`src/rtl/pump_batch_controller.sv`:
```
// pump_batch_controller
//
// Preset-volume dispensing controller for the manual fuel-pump path. Three active-low
// preset buttons (200/500/1000 ml) are synchronised and debounced. An accepted press
// latches a target volume. After a tank-level check the pump relay is driven, and the
// pumped volume is metered by counting clock ticks at a fixed flow rate. The batch price
// is accumulated alongside the volume.
//
// Ports
//   clk           system clock
//   rst           synchronous active-high reset
//   btn_200/500/1000  raw preset buttons, active-low, asynchronous
//   enable        manual mode selected (level)
//   stop          operator stop switch (level, active-high)
//   tank_ml       current tank volume in ml
//   relay         pump relay drive, 1 = pumping (registered)
//   busy          high while pumping (registered)
//   done          one-cycle pulse on normal batch completion
//   fault         sticky insufficient-tank flag, cleared by the next accepted press
//   target_ml     latched batch target
//   dispensed_ml  ml pumped in the current/last batch
//   price_vnd     price of the current/last batch
module pump_batch_controller #(
    parameter int unsigned TICKS_PER_ML    = 20000,
    parameter int unsigned PRICE_PER_ML    = 25,
    parameter int unsigned MIN_TANK_ML     = 100,
    parameter int unsigned DEBOUNCE_CYCLES = 20000
) (
    input  logic        clk,
    input  logic        rst,
    input  logic        btn_200,
    input  logic        btn_500,
    input  logic        btn_1000,
    input  logic        enable,
    input  logic        stop,
    input  logic [15:0] tank_ml,
    output logic        relay,
    output logic        busy,
    output logic        done,
    output logic        fault,
    output logic [15:0] target_ml,
    output logic [15:0] dispensed_ml,
    output logic [16:0] price_vnd
);

    localparam int unsigned TickW = (TICKS_PER_ML > 1) ? $clog2(TICKS_PER_ML) : 1;
    localparam int unsigned DbW   = (DEBOUNCE_CYCLES > 1) ? $clog2(DEBOUNCE_CYCLES) : 1;

    localparam logic [TickW-1:0] TickMax   = TickW'(TICKS_PER_ML - 1);
    localparam logic [DbW-1:0]   DbMax     = DbW'(DEBOUNCE_CYCLES - 1);
    localparam logic [16:0]      PriceInc  = 17'(PRICE_PER_ML);
    localparam logic [16:0]      MinTank17 = 17'(MIN_TANK_ML);

    typedef enum logic [1:0] {
        StIdle,
        StCheck,
        StPump,
        StDone
    } state_e;

    // ------------------------------------------------------------------
    // Button path: 2-FF synchroniser, debounce counter, press detector.
    // Bit 0 = 200 ml, bit 1 = 500 ml, bit 2 = 1000 ml.
    // ------------------------------------------------------------------
    logic [2:0] btn_raw;
    logic [2:0] sync1_q, sync2_q;
    logic [2:0] db_q, db_d;
    logic [2:0] press_q, press_d;
    logic [DbW-1:0] db_cnt_q [3];
    logic [DbW-1:0] db_cnt_d [3];

    assign btn_raw = {btn_1000, btn_500, btn_200};

    // The counter tracks consecutive samples that disagree with the debounced level;
    // any agreeing sample restarts it, so bouncing shorter than the window is ignored.
    always_comb begin
        db_d    = db_q;
        press_d = '0;
        for (int i = 0; i < 3; i++) begin
            db_cnt_d[i] = '0;
            if (sync2_q[i] != db_q[i]) begin
                if (db_cnt_q[i] == DbMax) begin
                    db_d[i]    = sync2_q[i];
                    press_d[i] = ~sync2_q[i];
                end else begin
                    db_cnt_d[i] = db_cnt_q[i] + DbW'(1);
                end
            end
        end
    end

    always_ff @(posedge clk) begin
        if (rst) begin
            // Buttons are active-low: the released level is 1.
            sync1_q <= '1;
            sync2_q <= '1;
            db_q    <= '1;
            press_q <= '0;
            for (int i = 0; i < 3; i++) begin
                db_cnt_q[i] <= '0;
            end
        end else begin
            sync1_q <= btn_raw;
            sync2_q <= sync1_q;
            db_q    <= db_d;
            press_q <= press_d;
            for (int i = 0; i < 3; i++) begin
                db_cnt_q[i] <= db_cnt_d[i];
            end
        end
    end

    // ------------------------------------------------------------------
    // Batch FSM and metering
    // ------------------------------------------------------------------
    state_e             state_q, state_d;
    logic [TickW-1:0]   tick_q, tick_d;
    logic [15:0]        target_q, target_d;
    logic [15:0]        dispensed_q, dispensed_d;
    logic [16:0]        price_q, price_d;
    logic               fault_q, fault_d;
    logic               relay_q, relay_d;
    logic               busy_q, busy_d;
    logic               done_q, done_d;

    logic [16:0] required_ml;
    logic [15:0] dispensed_inc;
    logic        tank_short;
    logic        tank_reserve_hit;

    // 17-bit sum so a large target plus the reserve cannot wrap.
    assign required_ml      = {1'b0, target_q} + MinTank17;
    assign tank_short       = ({1'b0, tank_ml} < required_ml);
    assign tank_reserve_hit = ({1'b0, tank_ml} < MinTank17);
    assign dispensed_inc    = dispensed_q + 16'd1;

    always_comb begin
        state_d     = state_q;
        tick_d      = tick_q;
        target_d    = target_q;
        dispensed_d = dispensed_q;
        price_d     = price_q;
        fault_d     = fault_q;

        unique case (state_q)
            StIdle: begin
                if (enable && !stop && (press_q != 3'b000)) begin
                    if (press_q[0]) begin
                        target_d = 16'd200;
                    end else if (press_q[1]) begin
                        target_d = 16'd500;
                    end else begin
                        target_d = 16'd1000;
                    end
                    dispensed_d = '0;
                    price_d     = '0;
                    fault_d     = 1'b0;
                    state_d     = StCheck;
                end
            end
            StCheck: begin
                if (tank_short) begin
                    fault_d = 1'b1;
                    state_d = StIdle;
                end else begin
                    tick_d  = '0;
                    state_d = StPump;
                end
            end
            StPump: begin
                // Aborts win over the metering increment in the same cycle.
                if (stop || !enable) begin
                    state_d = StIdle;
                end else if (tank_reserve_hit) begin
                    fault_d = 1'b1;
                    state_d = StIdle;
                end else if (tick_q == TickMax) begin
                    tick_d      = '0;
                    dispensed_d = dispensed_inc;
                    price_d     = price_q + PriceInc;
                    if (dispensed_inc == target_q) begin
                        state_d = StDone;
                    end
                end else begin
                    tick_d = tick_q + TickW'(1);
                end
            end
            StDone: begin
                state_d = StIdle;
            end
            default: begin
                state_d = StIdle;
            end
        endcase

        // Outputs are registered from the next state so relay tracks PUMP exactly.
        relay_d = (state_d == StPump);
        busy_d  = (state_d == StPump);
        done_d  = (state_d == StDone);
    end

    always_ff @(posedge clk) begin
        if (rst) begin
            state_q     <= StIdle;
            tick_q      <= '0;
            target_q    <= '0;
            dispensed_q <= '0;
            price_q     <= '0;
            fault_q     <= 1'b0;
            relay_q     <= 1'b0;
            busy_q      <= 1'b0;
            done_q      <= 1'b0;
        end else begin
            state_q     <= state_d;
            tick_q      <= tick_d;
            target_q    <= target_d;
            dispensed_q <= dispensed_d;
            price_q     <= price_d;
            fault_q     <= fault_d;
            relay_q     <= relay_d;
            busy_q      <= busy_d;
            done_q      <= done_d;
        end
    end

    assign relay        = relay_q;
    assign busy         = busy_q;
    assign done         = done_q;
    assign fault        = fault_q;
    assign target_ml    = target_q;
    assign dispensed_ml = dispensed_q;
    assign price_vnd    = price_q;

endmodule
```
`config.mk`:
```
export PLATFORM = sky130hd
export DESIGN_NAME = pump_batch_controller
export DESIGN_NICKNAME = d
export VERILOG_FILES = /design/src/rtl/pump_batch_controller.sv
export SDC_FILE = /design/constraint.sdc
export NUM_CORES = 1
export LEC_CHECK = 0
export CAP_MARGIN = 20
export CORE_MARGIN = 8
export CORE_UTILIZATION = 40
export CTS_CLUSTER_DIAMETER = 150
export CTS_CLUSTER_SIZE = 24
export DETAILED_ROUTE_END_ITERATION = 8
export SYNTH_ARGS = -nofsm -noshare
export SYNTH_HDL_FRONTEND = slang
export SYNTH_SLANG_ARGS = --single-unit
```
`constraint.sdc`:
```
create_clock -name clk -period 4.5 [get_ports clk]
set_input_delay 0.9 -clock clk [delete_from_list [all_inputs] [get_ports clk]]
set_output_delay 0.9 -clock clk [all_outputs]
set_load 0.05 [all_outputs]
```
==> out/results.ini, run 1 <==
[outcome]
outcome=finished, final reports clean

[critical_path]
start_kind=flop
timing.critical_path.fanout_max=8
timing.critical_path.slowest_cell_delay_ps=510
crit_path_top_delay_cell=dfxtp_1
cp_data_arrival_time_ps=3470
regToRegEndpoint=fault
family_of_cells_with_the_greatest_summed_delay_on_the_critical_path=compound AO/OA/AOI/OAI gates
critical_path_required_ps=4790
worst-setup-path-type=reg2reg
path_buf_inv=1
ff2ff_path_depth=12
worst_setup_path_end_kind=flop
rr_startpoint=target_ml[7]
cp_cell_sequence=inv_1 -> ha_1 -> nand2_1 -> xnor2_1 -> ha_1 -> a21o_1 -> a211o_1 -> o221ai_1 -> a21boi_0 -> a2111oi_0 -> mux2i_1 -> nor2_1
crit_path_frequent_cell=ha_1
register_to_register_setup_slack_ps=1320

[route]
drt_pass1_iterations=4
route.vias.total=4843
drt_wl_total_um=12700
vias_per_cell=5.15
detail_route.wl_per_cell_um=13.5
drc=0
first_iter_violations=266
antenna_violating_nets_post_route=0

[die]
coreArea_um2=14300
die_w_um=136
boundaryPins=76
area_of_the_die_um2=18500
row_count=44
dieHeight_um=136
initial_core_util_pct=40.3

[placement]
postPlaceCellArea_um2=6520
place_congestion=0.801
place.detailed.hpwl_um=9360
io_buffer_count=65

[yosys]
ys.flop_type=dfxtp_1
yosysMostFrequentCell=dfxtp_1
synth_sequential_area_ratio_pct=39.9
ys_types=65
synth.cell_area_um2=5770
synth_top_cells_by_count=dfxtp_1 (115), nor2_1 (107), nand2_1 (75)
synthesis.instances=680
number_of_flops_mapped_to_enable_cells_by_yosys=0
postSynthAreaPerCell_um2=8.48
yosys_warnings=0
postSynthRegisterBits=115
post-synth-top-area-fraction_pct=39.9
synth_top_area_cell=dfxtp_1
postSynth.asyncResetShare_pct=0
synth_area_leaders=dfxtp_1 (40%), xor2_1 (8.8%), nor2_1 (7.0%), nand2_1 (4.9%), ha_1 (4.8%)

[clock_network]
post-cts-setup-buffer-count=0
cts-htree-levels=4
cts-buffers-inserted=17
post_cts.resized_instances=0
cts-root-to-sink-buffers=2
holdBufCountCts=0
clock_sinks=115
cts_clock_pin_slew_for_the_worst_setup_and_hold_paths_ps=60
root_buffer=clkbuf_16
tritoncts=yes
clock_insertion_delay_worst_skew_ps=410

[worst_hold_path]
hold_path_startpoint=sync1_q[1]
hold_class=reg2reg
timing.hold.worst_path_depth=1
min_delay_worst_endpoint=sync2_q[1]

[sta]
finalCritPeriodShare_pct=70.7
final.setup_skew_ps=10.9
finalHoldViolCount=0
setup-violations-final=0
setup_repair_after_global_routing_missed_its_margin=no
final_period_minus_worst_setup_slack_ps=3180
slew_viol_final=0
setup-tns-final_ps=0
maxClockFrequency_ghz=0.314
worst-slew-pin-transition_ps=823
worst_slew_margin_rel_pct=44.8

[finish]
area_growth_pct=23.1
utilization_pct=49.6
final_net_count=788
layout.cell_area.non_filler_um2=7100
antenna_cells=0
n_fill_cell=1348
drive_gt1_share_pct=6.88

[global_routing]
grt_max_degree=31
grt.total_usage_pct=14.2
grt_antenna_before_repair=0
total_grt_overflow=0
grt_first_pass_wirelength_um=21500
grt_pass1_vias=4600

[power_and_ir_drop]
vdd_ir_drop_max_mv=0.258
cellLeakagePower_nw=2.49
total_power_mw=2.37
cellPowerDensity_nw_per_um2=334

[run]
drv.max_cap_violation_count=0

metrics by stage:
step | hold slack (ps) | instances | worst slack, ps
floorplan | 389 | 687 | 1330
finish | 408 | 940 | 1320
CTS | 408 | 940 | 1290
global placement | 394 | 908 | 1050
detailed placement | 396 | 908 | 1030
global route | 419 | 940 | 1040
registers in the layout, indices dropped and copies added, names as in the netlist:
name,flops
sync2_q,3
sync1_q,3
db_cnt_q,45
price_vnd,17
dispensed_ml,16
db_q,3
done,1
busy,1
target_ml,5
tick_q,15
state_q,2
fault,1
press_q,3
metal layers:
| metal | vias to the layer above | GRT usage (%) | part of all wire (%) |
|---|---|---|---|
| met5 | - | 0 | 0 |
| met4 | 0 | 5.00 | 0.86 |
| met3 | 12 | 4.62 | 5.2 |
| met2 | 78 | 23.4 | 48 |
| met1 | 2292 | 17.1 | 46 |
| li1 | 2461 | - | - |
layout by cell type (no fill, tap or decap), types with 7 or more instances in the layout:
master           count
nand3_1             39
ha_1                22
or2_2                7
clkbuf_16           17
nor2_1             107
or3_1               11
a21oi_1             25
nand2_1             75
dfxtp_1            115
xnor2_1             28
o21ai_0              9
clkdlybuf4s50_1     65
inv_1               14
conb_1               8
xor2_1              58
nor3_1              12
nand4_1             23
and3_1              15
worst register-to-register path, stage by stage, from the launching register on:
cell and delay, ps:
dfxtp_1 510, inv_1 210, ha_1 220, nand2_1 70
xnor2_1 130, ha_1 270, a21o_1 180, a211o_1 280
o221ai_1 250, a21boi_0 190, a2111oi_0 440, mux2i_1 260
nor2_1 50
final cells by class:
cell class,instances,area (um^2),share of cell area [%]
inverters,15,56.3,0.793
well taps,184,230,3.24
repair buffers,69,681,9.59
multi-input cells,525,3250,45.8
flip-flops and latches,115,2300,32.4
clock inverters,13,124,1.74
clock buffers,19,453,6.38
cell families (layout without fill, tap and decap cells):
group	Yosys count	count (layout)	share of synthesized area, %
simple gates	329	329	27.9
flops	115	115	39.9
xor+xnor	86	86	13.1
compound gates	74	74	9.11
buf+inv	47	116	4.12
fa+ha+maj	22	22	4.77
mux	6	6	1.04
other cells	1	8	0.0650
worst max-delay path by stage:
stage            startpoint               end  cells past startpoint
2_1_floorplan  target_ml[7]        tick_q[12]                     13
3_3_place_gp     tank_ml[5]  dispensed_ml[12]                      9
3_5_place_dp     tank_ml[8]         tick_q[7]                     10
4_1_cts        target_ml[7]             fault                     12
5_1_grt        target_ml[7]             fault                     12
6_report       target_ml[7]             fault                     12
power by group:
| group | internal [mW] | switching (mW) |
|---|---|---|
| clock network | 0.795 | 0.490 |
| registers | 1.02 | 0.00191 |
| logic | 0.0243 | 0.0408 |
| total | 1.84 | 0.533 |
Power figures use the tool's default switching activity.
==> run 2, diff against run 1 <==
Clock period 4.5 ns to 3 ns, I/O delays scaled along.
==> out/results.ini, run 2 (same netlist as run 1, synthesis figures left out) <==
[outcome]
outcome=finished, final reports clean

[die]
row_count=44
die_w_um=136
initial_core_util_pct=40.3
boundaryPins=76
area_of_the_die_um2=18500
coreArea_um2=14300
dieHeight_um=136

[route]
wl_met1_um=6320
vias_per_cell=5.15
antenna_violating_nets_post_route=0
detail_route.wl_per_cell_um=14.2
route.vias.total=4916
met3_length_um=668
drt_pass1_iterations=4
dr_wl_met2_um=6370
highest_layer=met4
drt_wl_total_um=13600
first_iter_violations=239
drc=0

[clock_network]
cts-root-to-sink-buffers=2
clock_insertion_delay_worst_skew_ps=410
tritoncts=yes
post-cts-setup-buffer-count=0
cts-htree-levels=4
cts_clock_pin_slew_for_the_worst_setup_and_hold_paths_ps=50
cts-buffers-inserted=17
root_buffer=clkbuf_16
clock_sinks=115
holdBufCountCts=0

[critical_path]
rr_startpoint=target_ml[3]
start_kind=flop
cp_data_arrival_time_ps=3090
crit_path_top_delay_cell=dfxtp_2
worst-setup-path-type=reg2reg
timing.critical_path.slowest_cell_delay_ps=340
critical_path_required_ps=3290
critical_path.startpoint=target_ml[3]
family_of_cells_with_the_greatest_summed_delay_on_the_critical_path=compound AO/OA/AOI/OAI gates
worst_setup_path_end_kind=flop
timing.critical_path.fanout_max=4
path_buf_inv=1
cp_cell_sequence=ha_1 -> nand2_1 -> nand2_1 -> xnor2_1 -> ha_1 -> a21o_1 -> a211o_1 -> o221ai_2 -> a21boi_0 -> a2111oi_1 -> buf_4 -> mux2i_1 -> nor2_1

[finish]
n_fill_cell=1375
drive_gt1_share_pct=9.09
top_register=db_cnt_q
antenna_cells=0
area_growth_pct=25.6
largest_reg_flops=45
layout.cell_area.non_filler_um2=7250
most_used_cells_in_the_layout_excluding_fill_and_tap_cells=dfxtp_1 (111), nor2_1 (107), nand2_1 (75)
most_frequent_standard_cell_in_the_layout_excluding_fill_and_tap_cells=dfxtp_1
final_net_count=804
non_filler_cells_in_the_finished_layout=954

[power_and_ir_drop]
cellPowerDensity_nw_per_um2=495
total_power_mw=3.59
vdd_ir_drop_max_mv=0.417
cellLeakagePower_nw=2.58

[sta]
timing.hold.ws_ps=407
setup-violations-final=0
final_period_minus_worst_setup_slack_ps=2800
maxClockFrequency_ghz=0.357
worst_slew_margin_rel_pct=60.4
finalCritPeriodShare_pct=93.5
final.setup_skew_ps=8.75
slew_viol_final=0
finalHoldViolCount=0
setup_repair_after_global_routing_missed_its_margin=no
worst-slew-pin-transition_ps=587

[worst_hold_path]
hold_class=reg2reg
hold_path_startpoint=sync1_q[1]

[placement]
postPlaceCellArea_um2=6650
place.detailed.hpwl_um=9770
place_congestion=0.821
numPlacedInstances=924
io_buffer_count=65

[global_routing]
grt_pass1_vias=4569
grt_antenna_before_repair=0
total_grt_overflow=0
grt_max_degree=31
grt.total_usage_pct=14.6
grt_first_pass_wirelength_um=21800

[run]
drv.max_cap_violation_count=0

==> run 2: cell count changes in the layout (fill, tap and decap cells not counted), sizes merged <==
cell,delta
buf,+16
bufinv,+1
clkbuf,+6
clkinv,-1
clkinvlp,-3
inv,-5
==> run 2: stage by stage <==
| stage | setup TNS (ps) | util [%] | setup slack [ps] |
|---|---|---|---|
| 2_1_floorplan | 0 | - | 111 |
| 3_3_place_gp | -318 | 46.5 | -78.8 |
| 3_5_place_dp | -2260 | 46.5 | -201 |
| 4_1_cts | 0 | 50.4 | 50.5 |
| 5_1_grt | 0 | 50.6 | 57.9 |
| 6_report | 0 | 50.6 | 196 |
==> run 2: final timing paths <==
| path | to | slack [ps] | cells past startpoint |
|---|---|---|---|
| hold reg to reg | sync2_q[1] | 410 | 1 |
| setup reg to reg | fault | 200 | 13 |
| setup / recovery | fault | 200 | 13 |
| hold / removal | sync2_q[1] | 410 | 1 |
==> run 2: what timing repair did <==
| action | in CTS | in global routing |
|---|---|---|
| gates resized for setup | 0 | 6 |
| setup endpoints to repair | 0 | 14 |
| hold endpoints to repair | 0 | 0 |
==> run 2: layout make-up <==
class | instances | area [um^2] | area share [%]
flip-flops and latches | 115 | 2310 | 31.8
multi-input cells | 525 | 3280 | 45.3
well taps | 184 | 230 | 3.18
repair buffers | 85 | 801 | 11.0
clock buffers | 25 | 495 | 6.84
inverters | 15 | 56.3 | 0.777
clock inverters | 5 | 75.1 | 1.04
==> run 2: metal layers <==
metal	global-route usage, %	up-vias
met4	6.71	0
li1	-	2486
met3	4.14	16
met5	0	-
met1	17.8	2316
met2	23.4	98
==> run 2: report_power, final <==
group	switching, mW	internal, mW	total, mW
clock network	0.655	1.29	1.95
logic	0.0640	0.0392	0.103
registers	0.00308	1.53	1.54
total	0.722	2.87	3.59
==> run 2: worst reg2reg max path, stage by stage (launching register included) <==
cell and delay, ps:
dfxtp_2 340, ha_1 220, nand2_1 80, nand2_1 60
xnor2_1 120, ha_1 290, a21o_1 180, a211o_1 300
o221ai_2 190, a21boi_0 150, a2111oi_1 340, buf_4 180
mux2i_1 170, nor2_1 50
==> edit: new RTL, config.mk and constraints of run 2 <==
Re-encode `state_e` (4 states) as one-hot, 4 bits wide.
--- a/src/rtl/pump_batch_controller.sv
+++ b/src/rtl/pump_batch_controller.sv
@@ -53,7 +53,7 @@
 
-    typedef enum logic [1:0] {
-        StIdle,
-        StCheck,
-        StPump,
-        StDone
+    typedef enum logic [3:0] {
+        StIdle  = 4'b0001,
+        StCheck = 4'b0010,
+        StPump  = 4'b0100,
+        StDone  = 4'b1000
     } state_e;
Function: no difference found for any inputs over 10 cycles, from zero or initial values and one cycle with rst high; not proved beyond that.
==> edit against run 2 <==
First-iteration DRC count increased by 9.6%; synthesized cell count increased by 4.4%; sequential cell count increased by 2; worst setup slack got worse by 0.046 ns; area after synthesis increased by 3.1%; non-clock buffer count increased by 2; wire length increased by 2.8%; cell area increased by 2.2%; power increased by 5.7%; clock skew increased by 0.00094 ns.
==> edit: results (changes against run 2) <==
Cells and area
  – Max reg flops: 45 (unchanged)
  – Fill count: 1357 (-1.3%)
  – Layout cells sized above 1: 9.56% (+0.47 points)
  – # diodes: 0 (unchanged)
  – Reg with most FFs: db_cnt_q
  – Total Nets Final: 824 (+2.5%)

Worst setup path
  – WP data arrival: 3.15 ns (+0.06 ns)
  – Worst R2R End: busy
  – Reg2reg start: dispensed_ml[0]
  – R2R Setup Slk: 0.15 ns (-0.05 ns)
  – Crit-path max FO: 10 (+6)
  – Worst Reg-to-Reg Cells: 8 (-5)

Hold path
  – Hold Crit Start: sync1_q[2]
  – HP Class: reg -> reg
  – Hold path depth: 1 (unchanged)
  – Hold worst-path end: sync2_q[2]

Yosys
  – Post-synth ARST share: 0% (unchanged)
  – Sequential-to-total area share from yosys stat: 39.4% (-0.51 points)
  – Post-synth top cells: 117 x dfxtp_1, 105 x nor2_1, 45 x nand2_1
  – Count of cell types in the netlist: 67 (+3.1%)
  – Synth top area cells: dfxtp_1 39%, nor2_1 6.6%, xor2_1 5.2%, xnor2_1 4.3%, ha_1 4.0%
  – Cell count after synthesis: 710 (+4.4%)
  – Synth Flop Type: dfxtp_1
  – Yosys warns: 0 (unchanged)

Place
  – Detailed Place HPWL: 10.3 mm (+5.1%)
  – Place WS: 0.00454 ns (+0.205 ns)
  – Gpl congestion: 0.844 (+2.8%)
  – Inst Count DP: 947 (+2.5%)
  – # port buffers: 65 (unchanged)
  – DP Area: 6770 sq um (+1.8%)

GRT
  – First-pass GRT wire length: 23.7 mm (+8.8%)
  – Initial antenna violation count: 0 (unchanged)
  – Number of global-route vias before repair: 5147 (+13%)
  – Largest net degree at the start of global routing: 37 (+19%)
  – Gr usage total: 15.4% (+0.74 points)

Power and ir drop
  – Static leakage: 2.71 nW (+5.0%)
  – VDD IR max: 0.406 mV (-2.6%)

Detailed routing
  – Drt total wl: 14.0 mm (+2.8%)
  – DRT iter0 DRCs: 262 (+9.6%)
  – Detailed-route via count: 5266 (+7.1%)
  – Vias per cell: 5.38 (+4.4%)

Outcome
  – Status: complete, no violations

CTS
  – Worst-Skew Late Latency: 0.41 ns (about the same)
  – Clk buf depth: 2 (unchanged)
  – Reg clk slew, reported paths: 0.06 ns
  – TritonCTS Buffers: 17 (unchanged)
  – Depth of the CTS H-tree: 4 (unchanged)

Timing
  – Final setup skew: 0.00969 ns (+0.000939 ns)
  – Slew @ Worst Pin: 0.874 ns (+0.287 ns)
## edit: final cells by class
cell class                 count  area (sq um)  share of cell area [%]
clock inverter                15           205                    2.77
multi-input combinational    542          3320                    44.9
timing repair buffer          87           811                    10.9
inverter                      17          63.8                   0.862
tap                          184           230                    3.11
sequential                   117          2350                    31.7
clock buffer                  17           425                    5.75
## edit: worst max path at each step
stage | from | end | slack, ns | cells after the start
CTS | dispensed_ml[0] | busy | 0.14 | 8
floorplan | dispensed_ml[1] | busy | 0.02 | 10
detailed placement | tank_ml[4] | price_vnd[10] | 0.005 | 9
finish | dispensed_ml[0] | busy | 0.15 | 8
global placement | tank_ml[11] | dispensed_ml[11] | 0.05 | 9
global route | dispensed_ml[0] | busy | -0.003 | 8
## edit: where the power goes
part	leakage (nW)	internal (mW)	total (mW)	switching, mW
clock network	0.288	1.39	2.13	0.738
logic	1.48	0.0386	0.101	0.0628
registers	0.945	1.56	1.56	0.00309
total	2.71	2.99	3.79	0.804
## edit: logic make-up (layout without fill, tap and decap cells)
kind of cell / count (synthesis) / count (layout) / synth area share [%]
and+or+nand+nor: 331 / 331 / 29.0
adders and majority gates: 19 / 19 / 4.00
muxes: 4 / 4 / 0.695
xor gates and xnor gates: 64 / 64 / 9.43
other: 1 / 8 / 0.0631
buffers and inverters: 58 / 136 / 5.24
DFF: 117 / 117 / 39.4
AOI/OAI and AO/OA: 116 / 116 / 12.1
## edit: routing by layer
layer	wire length (um)	global-route usage [%]	vias to the layer above
met4	229	5.67	0
met2	6750	26.6	116
met5	0	0	-
met1	6160	17.7	2500
li1	-	-	2634
met3	811	4.35	16
## edit: per-stage QoR
step	setup TNS, ns	hold slack, ns
6_report	0	0.405
5_1_grt	-0.00338	0.415
4_1_cts	0	0.405
3_5_place_dp	0	0.393
3_3_place_gp	0	0.397
2_1_floorplan	0	0.389
## edit: what timing repair did
| item | CTS | global route |
|---|---|---|
| hold endpoints to repair | 0 | 0 |
| setup endpoints to repair | 0 | 4 |
| resized for setup | 0 | 2 |
## edit: worst max-delay path, stage by stage (launching register included)
cell and delay, ns:
dfxtp_2 0.41, ha_1 0.36, and4_4 0.36, nand4_1 0.19, mux2i_1 0.19, and3_1 0.17
o221ai_1 0.11, or4_4 0.61, o31a_1 0.33
